$ cat config.mk
export PLATFORM = sky130hd
export DESIGN_NAME = sysmgr_reboot_flat
export DESIGN_NICKNAME = d
export VERILOG_FILES = /design/src/rtl/sysmgr_reboot_if.sv /design/src/rtl/sysmgr_reboot.sv /design/src/flat_wrapper.sv
export SDC_FILE = /design/constraint.sdc
export NUM_CORES = 1
export LEC_CHECK = 0
export CAP_MARGIN = 20
export CELL_PAD_IN_SITES_DETAIL_PLACEMENT = 1
export CELL_PAD_IN_SITES_GLOBAL_PLACEMENT = 1
export CORE_MARGIN = 5
export CORE_UTILIZATION = 46
export CTS_BUF_LIST = sky130_fd_sc_hd__clkbuf_16
export CTS_CLUSTER_DIAMETER = 200
export CTS_CLUSTER_SIZE = 14
export DETAILED_ROUTE_END_ITERATION = 8
export PLACE_DENSITY_LB_ADDON = 0.05
export SLEW_MARGIN = 20
export SYNTH_ARGS = -nofsm -noshare
export SYNTH_HDL_FRONTEND = slang
export SYNTH_SLANG_ARGS = --single-unit
$ cat constraint.sdc
create_clock -name clk -period 3.2 [get_ports clk]
set_input_delay 0.8 -clock clk [delete_from_list [all_inputs] [get_ports clk]]
set_output_delay 0.8 -clock clk [all_outputs]
set_load 0.02 [all_outputs]
$ cat src/rtl/sysmgr_reboot_if.sv
// Reboot request / warmboot control bundle between a system manager and sysmgr_reboot.
// The master drives requests; the slave (sysmgr_reboot) drives the warmboot and status outputs.
interface sysmgr_reboot_if;
  logic       req_stb;
  logic [1:0] req_sel;
  logic       cancel;
  logic [1:0] wb_sel;
  logic       wb_boot;
  logic       armed;
  logic       pending;

  modport master (
    output req_stb,
    output req_sel,
    output cancel,
    input  wb_sel,
    input  wb_boot,
    input  armed,
    input  pending
  );

  modport slave (
    input  req_stb,
    input  req_sel,
    input  cancel,
    output wb_sel,
    output wb_boot,
    output armed,
    output pending
  );
endinterface

$ cat src/rtl/sysmgr_reboot.sv
// Two-strobe confirmed reboot sequencer driving a warmboot primitive.
// A request must be repeated with the same image index before the boot fires after a fixed delay.
module sysmgr_reboot #(
  parameter int unsigned ARM_TIMEOUT  = 16777216,
  parameter int unsigned DELAY_CYCLES = 4096
) (
  input  logic                clk,
  input  logic                rst,
  sysmgr_reboot_if.slave      reboot_io
);

  localparam int unsigned TmoW = (ARM_TIMEOUT > 2) ? $clog2(ARM_TIMEOUT) : 1;
  localparam int unsigned DlyW = (DELAY_CYCLES > 2) ? $clog2(DELAY_CYCLES) : 1;
  localparam logic [TmoW-1:0] TmoLoad = TmoW'(ARM_TIMEOUT - 1);
  localparam logic [DlyW-1:0] DlyLoad = DlyW'(DELAY_CYCLES - 1);

  typedef enum logic [1:0] {StIdle, StArmed, StWait, StBoot} state_e;

  state_e          state_q;
  logic [1:0]      sel_q;
  logic [TmoW-1:0] tmo_q;
  logic [DlyW-1:0] dly_q;
  logic [1:0]      wb_sel_q;
  logic            wb_boot_q;
  logic            armed_q;
  logic            pending_q;

  // Outputs are set alongside each state transition so they are registered copies of the state.
  always_ff @(posedge clk) begin
    if (rst) begin
      state_q   <= StIdle;
      sel_q     <= '0;
      tmo_q     <= '0;
      dly_q     <= '0;
      wb_sel_q  <= '0;
      wb_boot_q <= 1'b0;
      armed_q   <= 1'b0;
      pending_q <= 1'b0;
    end else begin
      unique case (state_q)
        StIdle: begin
          if (reboot_io.req_stb && !reboot_io.cancel) begin
            sel_q   <= reboot_io.req_sel;
            tmo_q   <= TmoLoad;
            armed_q <= 1'b1;
            state_q <= StArmed;
          end
        end
        StArmed: begin
          if (reboot_io.cancel) begin
            armed_q <= 1'b0;
            state_q <= StIdle;
          end else if (reboot_io.req_stb && (reboot_io.req_sel == sel_q)) begin
            // Confirmation beats timeout expiry in the final armed cycle.
            dly_q     <= DlyLoad;
            armed_q   <= 1'b0;
            pending_q <= 1'b1;
            wb_sel_q  <= sel_q;
            state_q   <= StWait;
          end else if (reboot_io.req_stb) begin
            sel_q <= reboot_io.req_sel;
            tmo_q <= TmoLoad;
          end else if (tmo_q == '0) begin
            armed_q <= 1'b0;
            state_q <= StIdle;
          end else begin
            tmo_q <= tmo_q - TmoW'(1);
          end
        end
        StWait: begin
          if (reboot_io.cancel) begin
            pending_q <= 1'b0;
            wb_sel_q  <= '0;
            state_q   <= StIdle;
          end else if (dly_q == '0) begin
            pending_q <= 1'b0;
            wb_boot_q <= 1'b1;
            state_q   <= StBoot;
          end else begin
            dly_q <= dly_q - DlyW'(1);
          end
        end
        StBoot: begin
          state_q <= StBoot;
        end
        default: begin
          state_q <= StIdle;
        end
      endcase
    end
  end

  assign reboot_io.wb_sel  = wb_sel_q;
  assign reboot_io.wb_boot = wb_boot_q;
  assign reboot_io.armed   = armed_q;
  assign reboot_io.pending = pending_q;

endmodule

$ cat src/flat_wrapper.sv
// flat-port wrapper written by rule: the top's interface ports become plain ports
module sysmgr_reboot_flat 
#(
  parameter int unsigned ARM_TIMEOUT  = 16777216,
  parameter int unsigned DELAY_CYCLES = 4096
)
  (clk, rst, reboot_io_req_stb, reboot_io_req_sel, reboot_io_cancel, reboot_io_wb_sel, reboot_io_wb_boot, reboot_io_armed, reboot_io_pending);
  sysmgr_reboot_if reboot_io_i ();
  input  logic clk;
  input  logic rst;
  input wire logic [$bits(reboot_io_i.req_stb)-1:0] reboot_io_req_stb;
  input wire logic [$bits(reboot_io_i.req_sel)-1:0] reboot_io_req_sel;
  input wire logic [$bits(reboot_io_i.cancel)-1:0] reboot_io_cancel;
  output wire logic [$bits(reboot_io_i.wb_sel)-1:0] reboot_io_wb_sel;
  output wire logic [$bits(reboot_io_i.wb_boot)-1:0] reboot_io_wb_boot;
  output wire logic [$bits(reboot_io_i.armed)-1:0] reboot_io_armed;
  output wire logic [$bits(reboot_io_i.pending)-1:0] reboot_io_pending;
  assign reboot_io_i.req_stb = reboot_io_req_stb;
  assign reboot_io_i.req_sel = reboot_io_req_sel;
  assign reboot_io_i.cancel = reboot_io_cancel;
  assign reboot_io_wb_sel = reboot_io_i.wb_sel;
  assign reboot_io_wb_boot = reboot_io_i.wb_boot;
  assign reboot_io_armed = reboot_io_i.armed;
  assign reboot_io_pending = reboot_io_i.pending;
  sysmgr_reboot #(.ARM_TIMEOUT(ARM_TIMEOUT), .DELAY_CYCLES(DELAY_CYCLES)) u_core (.clk(clk), .rst(rst), .reboot_io(reboot_io_i));
endmodule
### Yosys cells after proc, flatten, opt, wreduce, memory -nomap -nowiden

Index checks and enable logic that the tools add are counted.
W data, S select, Z words.

* bitwise gates (word level): 1
* eq/ne operators: 16
* add/sub/neg operators: 2
* mux-type cells: 39
* reduce and logical (&&, ||, !) cells: 16

Operators with widths (number)
* $mux W24: 5
* $mux W12: 4
* $pmux W24 S2: 1
* $mux W2: 14
* $logic_not A24 Y1: 1
* $pmux W12 S2: 1
* $sub A24 B1 Y24 const B: 1
* $reduce_and A4 Y1: 4
* $reduce_and A5 Y1: 3
* $logic_not A12 Y1: 1
* $ne A2 B2 Y1 const B: 6
* $sub A12 B1 Y12 const B: 1
* $mux W1: 9
* $pmux W2 S2: 2
* $pmux W2 S4: 1
* $eq A2 B2 Y1 const B: 2
* $ne A2 B1 Y1 const B: 2
* $ne A4 B2 Y1 const B: 1
* $ne A4 B3 Y1 const B: 1
* $pmux W1 S2: 2
* $reduce_bool A2 Y1: 2
* $ne A3 B2 Y1 const B: 1
* $ne A3 B3 Y1 const B: 1
* $reduce_and A3 Y1: 1
* 6 further kinds: 7

* bits of input ports: 6
* register bits: 45
* word-level logic and storage cells: 82
* output and inout port bits: 5

### Longest topological paths before layout

* word-level depth: 6
* mapped depth: 9

### Worst setup path after synthesis

No wires, ideal clock.

* path kind: input port to flip-flop
* from: in reboot_io_req_stb
* to: reg u_core.tmo_q[4]
* slack: 0.655 ns
* arrival: 2.387 ns
* buffers on the path: 2
* data required time: 3.041 ns
* setup time: 0.159 ns
* stages: 7
* path through: clkbuf_1 nand2_1 o311ai_1 a21o_1 clkbuf_1 or3_2 a31oi_1

* cells in the longest elaborated chain, start to end: 4

RTL lines
* from (decl): RTL line flat_wrapper.sv:11 `input wire logic [$bits(reboot_io_i.req_stb)-1:0] reboot_io_req_stb;`
* $mux W24: RTL line sysmgr_reboot.sv:60 `end else if (reboot_io.req_stb) begin`
* $mux W24: RTL line sysmgr_reboot.sv:53 `end else if (reboot_io.req_stb && (reboot_io.req_sel == sel_q)) begin`
* $mux W24: RTL line sysmgr_reboot.sv:50 `if (reboot_io.cancel) begin`
* $pmux W24 S2: RTL line sysmgr_reboot.sv:40 `unique case (state_q)`
* to (signal assigned): RTL line sysmgr_reboot.sv:44 `tmo_q <= TmoLoad;`
* to (signal assigned): RTL line sysmgr_reboot.sv:62 `tmo_q <= TmoLoad;`
* to (signal assigned): RTL line sysmgr_reboot.sv:67 `tmo_q <= tmo_q - TmoW'(1);`
* to (decl): RTL line sysmgr_reboot.sv:21 `logic [TmoW-1:0] tmo_q;`

Several ways; a longest one is shown, not always the timed one. The select of a mux whose other input is x is not followed.
A chain may end at the register's enable or synchronous reset.

### Worst setup path in the final report

* from: in reboot_io_req_sel[1]
* to: reg u_core.tmo_q[15]

* cells in the longest elaborated chain, start to end: 4

RTL lines
* from (decl): RTL line flat_wrapper.sv:12 `input wire logic [$bits(reboot_io_i.req_sel)-1:0] reboot_io_req_sel;`
* $eq A2 B2 Y1: RTL line sysmgr_reboot.sv:53
* $logic_and A1 B1 Y1: RTL line sysmgr_reboot.sv:53
* $ne A2 B2 Y1 (no source line)
* $reduce_and A5 Y1 (no source line)

Every way passes these cells.

==> flow_metrics.env <==
export IMPL_clkTransAtPathRegs_ps=60
export IMPL_timing_worst_setup_path_type="in -> reg"
export IMPL_grt_pass1_wl_mm=12.1
export IMPL_cp_max_fo=12
export IMPL_synth_edff_count=0
export IMPL_cts_root_buf="clkbuf_16"
export IMPL_synth_main_ff_cell="dfxtp_1"
export IMPL_reg2reg_depth=5
export IMPL_yosysWarnings=0
export IMPL_postCtsHoldBufs=0
export IMPL_initialDrtViolationCount=106
export IMPL_fill_cells=630
export IMPL_grt_overflow=0
export IMPL_p_int_w=0.000979
export IMPL_routed_wl_mm=7.07
export IMPL_yosysTopAreaCell="dfxtp_1"
export IMPL_ys_ff_latch=45
export IMPL_grt_pass1_vias=2506
export IMPL_core_um2=5170
export IMPL_final_seq_area_um2=901
export IMPL_cts_repair_timing_setup_buffer_count=0
export IMPL_grt_start_max_net_pins=19
export IMPL_cp_start_kind="input pin"
export IMPL_via_per_inst=6.27
export IMPL_slowest_delay_ps=530
export IMPL_setup_worst_path_start="reboot_io_req_sel[1]"
export IMPL_synthArstFlopShare_pct=0
export IMPL_ys_seq_area_share_pct=36.5
export IMPL_num_rows=26
export IMPL_syn_area_um2=2470
export IMPL_crit_chain="clkdlybuf4s50_1 -> xor2_1 -> o311ai_1 -> buf_4 -> a2111o_1 -> or4_1 -> a31oi_1"
export IMPL_r2r_slack_ps=530
export IMPL_path_delay_family="compound AO/OA/AOI/OAI gates"
export IMPL_yosysUniqueCellTypes=53
export IMPL_insertion_delay_ps=290
export IMPL_power_frac_comb_pct=18.3
export IMPL_worst_pin_slew_ps=788
export IMPL_rsz0062_at_grt="false"
export IMPL_p_per_area_nw_per_um2=482
export IMPL_leakage_nw=0.996
export IMPL_fin_worst_skew_ps=9.26
export IMPL_antenna_found_initial=0
export IMPL_ioPinCount=11
export IMPL_yosysTopAreaCellShare_pct=36.5
export IMPL_path_buf_inv=2
export IMPL_tritoncts="built"
export IMPL_status="finished clean"
export IMPL_postPlaceCellArea_um2=2730
export IMPL_cp_depth=7
export IMPL_gp_congestion=0.824
export IMPL_p_switching_w=0.000402
export IMPL_seqPwrFrac_pct=45.9
export IMPL_fin_crit_sh_pct=89.6
export IMPL_yosys_top_cells_count="dfxtp_1, a21oi_1, nor2_1, clkbuf_1, nand2_1"
export IMPL_post_cts_resized=0
export IMPL_min_period_ps=2870
export IMPL_switching_share_pct=29.1
export IMPL_nets=325
export IMPL_die_y_um=83.3
export IMPL_max_cap_violations=0
export IMPL_slew_violations=0
export IMPL_synth_nets=306
export IMPL_final_area_um2=2870
export IMPL_tns_ps=0
export IMPL_start_util_pct=47.7
export IMPL_p_clk_share_pct=35.7
export IMPL_hold_class="reg -> reg"
export IMPL_rr_endpoint="u_core.tmo_q[15]"
export IMPL_fin_ws_ps=334
export IMPL_ant_nets=0
export IMPL_clock_fmax_mhz=349
export IMPL_area_delta_synth_final_pct=16.1
export IMPL_setup_violations=0
export IMPL_diodes=0
export IMPL_wl_per_cell_um=18.3
export IMPL_yosysMostFrequentCell="dfxtp_1"
export IMPL_r2r_start="u_core.tmo_q[2]"
export IMPL_fp_dieW_um=83.3
export IMPL_endpoint="u_core.tmo_q[15]"
export IMPL_drive_above_1_share_pct=11.7
export IMPL_htreeDepth=2
export IMPL_slowest_stage="clkdlybuf4s50_1"
export IMPL_dieArea_um2=6930
export IMPL_vias=2422
export IMPL_hold_worst_slack_ps=471
export IMPL_syn_inst=296
export IMPL_dr_pass1_iters=4
export IMPL_drc_errors=0
export IMPL_netlist_top_cells_area="dfxtp_1, a21oi_1, nor2_1, a31oi_1, o21ai_0"
export IMPL_grtUsageTotal_pct=20.9
export IMPL_cts_sinks=45
export IMPL_cp_data_required_time_ps=3400
export IMPL_cts_buffer_depth=2
export IMPL_synth_avg_cell_area_um2=8.34
export IMPL_numCtsBuffers=5
export IMPL_vdd_ir_drop_max_uv=341
export IMPL_arrival_ps=3060
export IMPL_post_place_ws_ps=89.3
export IMPL_hold_viol_final=0
export IMPL_end_kind="register"
export IMPL_dpl_hpwl_mm=5.16
export IMPL_multi_input_area_um2=1470
export IMPL_port_buffers=10
export IMPL_slew_headroom_pct=47.0
[per-layer routing]
layer | track usage [%] | share of wire [%] | vias to the layer above
li1 | - | - | 1186
met5 | 0 | 0 | -
met4 | 5.94 | 0.78 | 0
met2 | 37.6 | 51 | 34
met3 | 3.66 | 2.9 | 7
met1 | 25.2 | 45 | 1195
[cell type report]
class,instances,area share (%)
clock inverters,3,0.436
multi-input cells,225,51.2
well taps,70,3.06
repair buffers,28,8.21
flip-flops and latches,45,31.4
inverters,10,1.31
clock buffers,5,4.36
[worst min path at each step]
stage / cells past startpoint / slack [ps] / endpoint / startpoint
floorplan: 1 / 440 / u_core.dly_q[0] / u_core.dly_q[0]
detailed placement: 2 / 460 / u_core.reboot_io.wb_boot / u_core.reboot_io.wb_boot
global placement: 2 / 450 / u_core.reboot_io.wb_boot / u_core.reboot_io.wb_boot
global route: 2 / 520 / u_core.reboot_io.wb_sel[0] / u_core.reboot_io.wb_sel[0]
CTS: 2 / 480 / u_core.reboot_io.wb_boot / u_core.reboot_io.wb_boot
finish: 2 / 470 / u_core.reboot_io.wb_boot / u_core.reboot_io.wb_boot
[state kept, by name, indices dropped and copies added (netlist names)]
register                  count
u_core.sel_q                  2
u_core.reboot_io.wb_boot      1
u_core.reboot_io.armed        1
u_core.dly_q                 12
u_core.reboot_io.wb_sel       2
u_core.state_q                2
u_core.reboot_io.pending      1
u_core.tmo_q                 24
[cell usage in the layout, fill, tap and decap left out, types with 4 or more instances in the layout]
| master | n |
|---|---|
| nor4b_1 | 4 |
| xnor2_1 | 4 |
| o311a_1 | 4 |
| inv_1 | 10 |
| nand3_1 | 9 |
| or3_1 | 9 |
| ha_1 | 4 |
| o21ai_0 | 13 |
| buf_4 | 18 |
| xor2_1 | 6 |
| a21oi_1 | 22 |
| nor4_1 | 7 |
| nand2_1 | 14 |
| a211oi_1 | 6 |
| nor3_1 | 12 |
| dfxtp_1 | 45 |
| nor2_1 | 22 |
| nand2b_1 | 4 |
| or4_1 | 5 |
| a31oi_1 | 11 |
| clkdlybuf4s50_1 | 10 |
| and4_1 | 4 |
| o31ai_1 | 6 |
| clkbuf_16 | 5 |
| nand4_1 | 8 |
[cell families (layout without fill, tap and decap cells)]
kind of cell,after synthesis,after routing,share of synthesized area [%]
XOR/XNOR,10,10,3.55
buffers and inverters,26,46,4.26
flip-flops,45,45,36.5
adder cells (fa/ha/maj),4,4,2.03
AND/OR/NAND/NOR,116,116,26.9
AO/OA/AOI/OAI,92,92,25.5
multiplexers,3,3,1.22
[power by group through the flow]
stage / logic, W / registers (W) / clock network [W]
4_1_cts: 0.000253 / 0.000633 / 0.000503
6_report: 0.000253 / 0.000635 / 0.000494
3_5_place_dp: 0.000250 / 0.000645 / 0
3_3_place_gp: 0.000241 / 0.000643 / 0
5_1_grt: 0.000280 / 0.000640 / 0.000534
2_1_floorplan: 0.000172 / 0.000632 / 0
[tightest hold or removal path, stage by stage (launching register included)]
cell     delay [ps]
dfxtp_1         320
a21oi_1          40
nor2_1           70
[metrics by stage]
step	power, W	cells	utilization [%]
3_5_place_dp	0.000895	378	52.8
2_1_floorplan	0.000804	296	-
4_1_cts	0.00139	386	55.4
3_3_place_gp	0.000884	378	52.8
5_1_grt	0.00145	386	55.4
6_report	0.00138	386	55.4
Power figures use the tool's default switching activity.
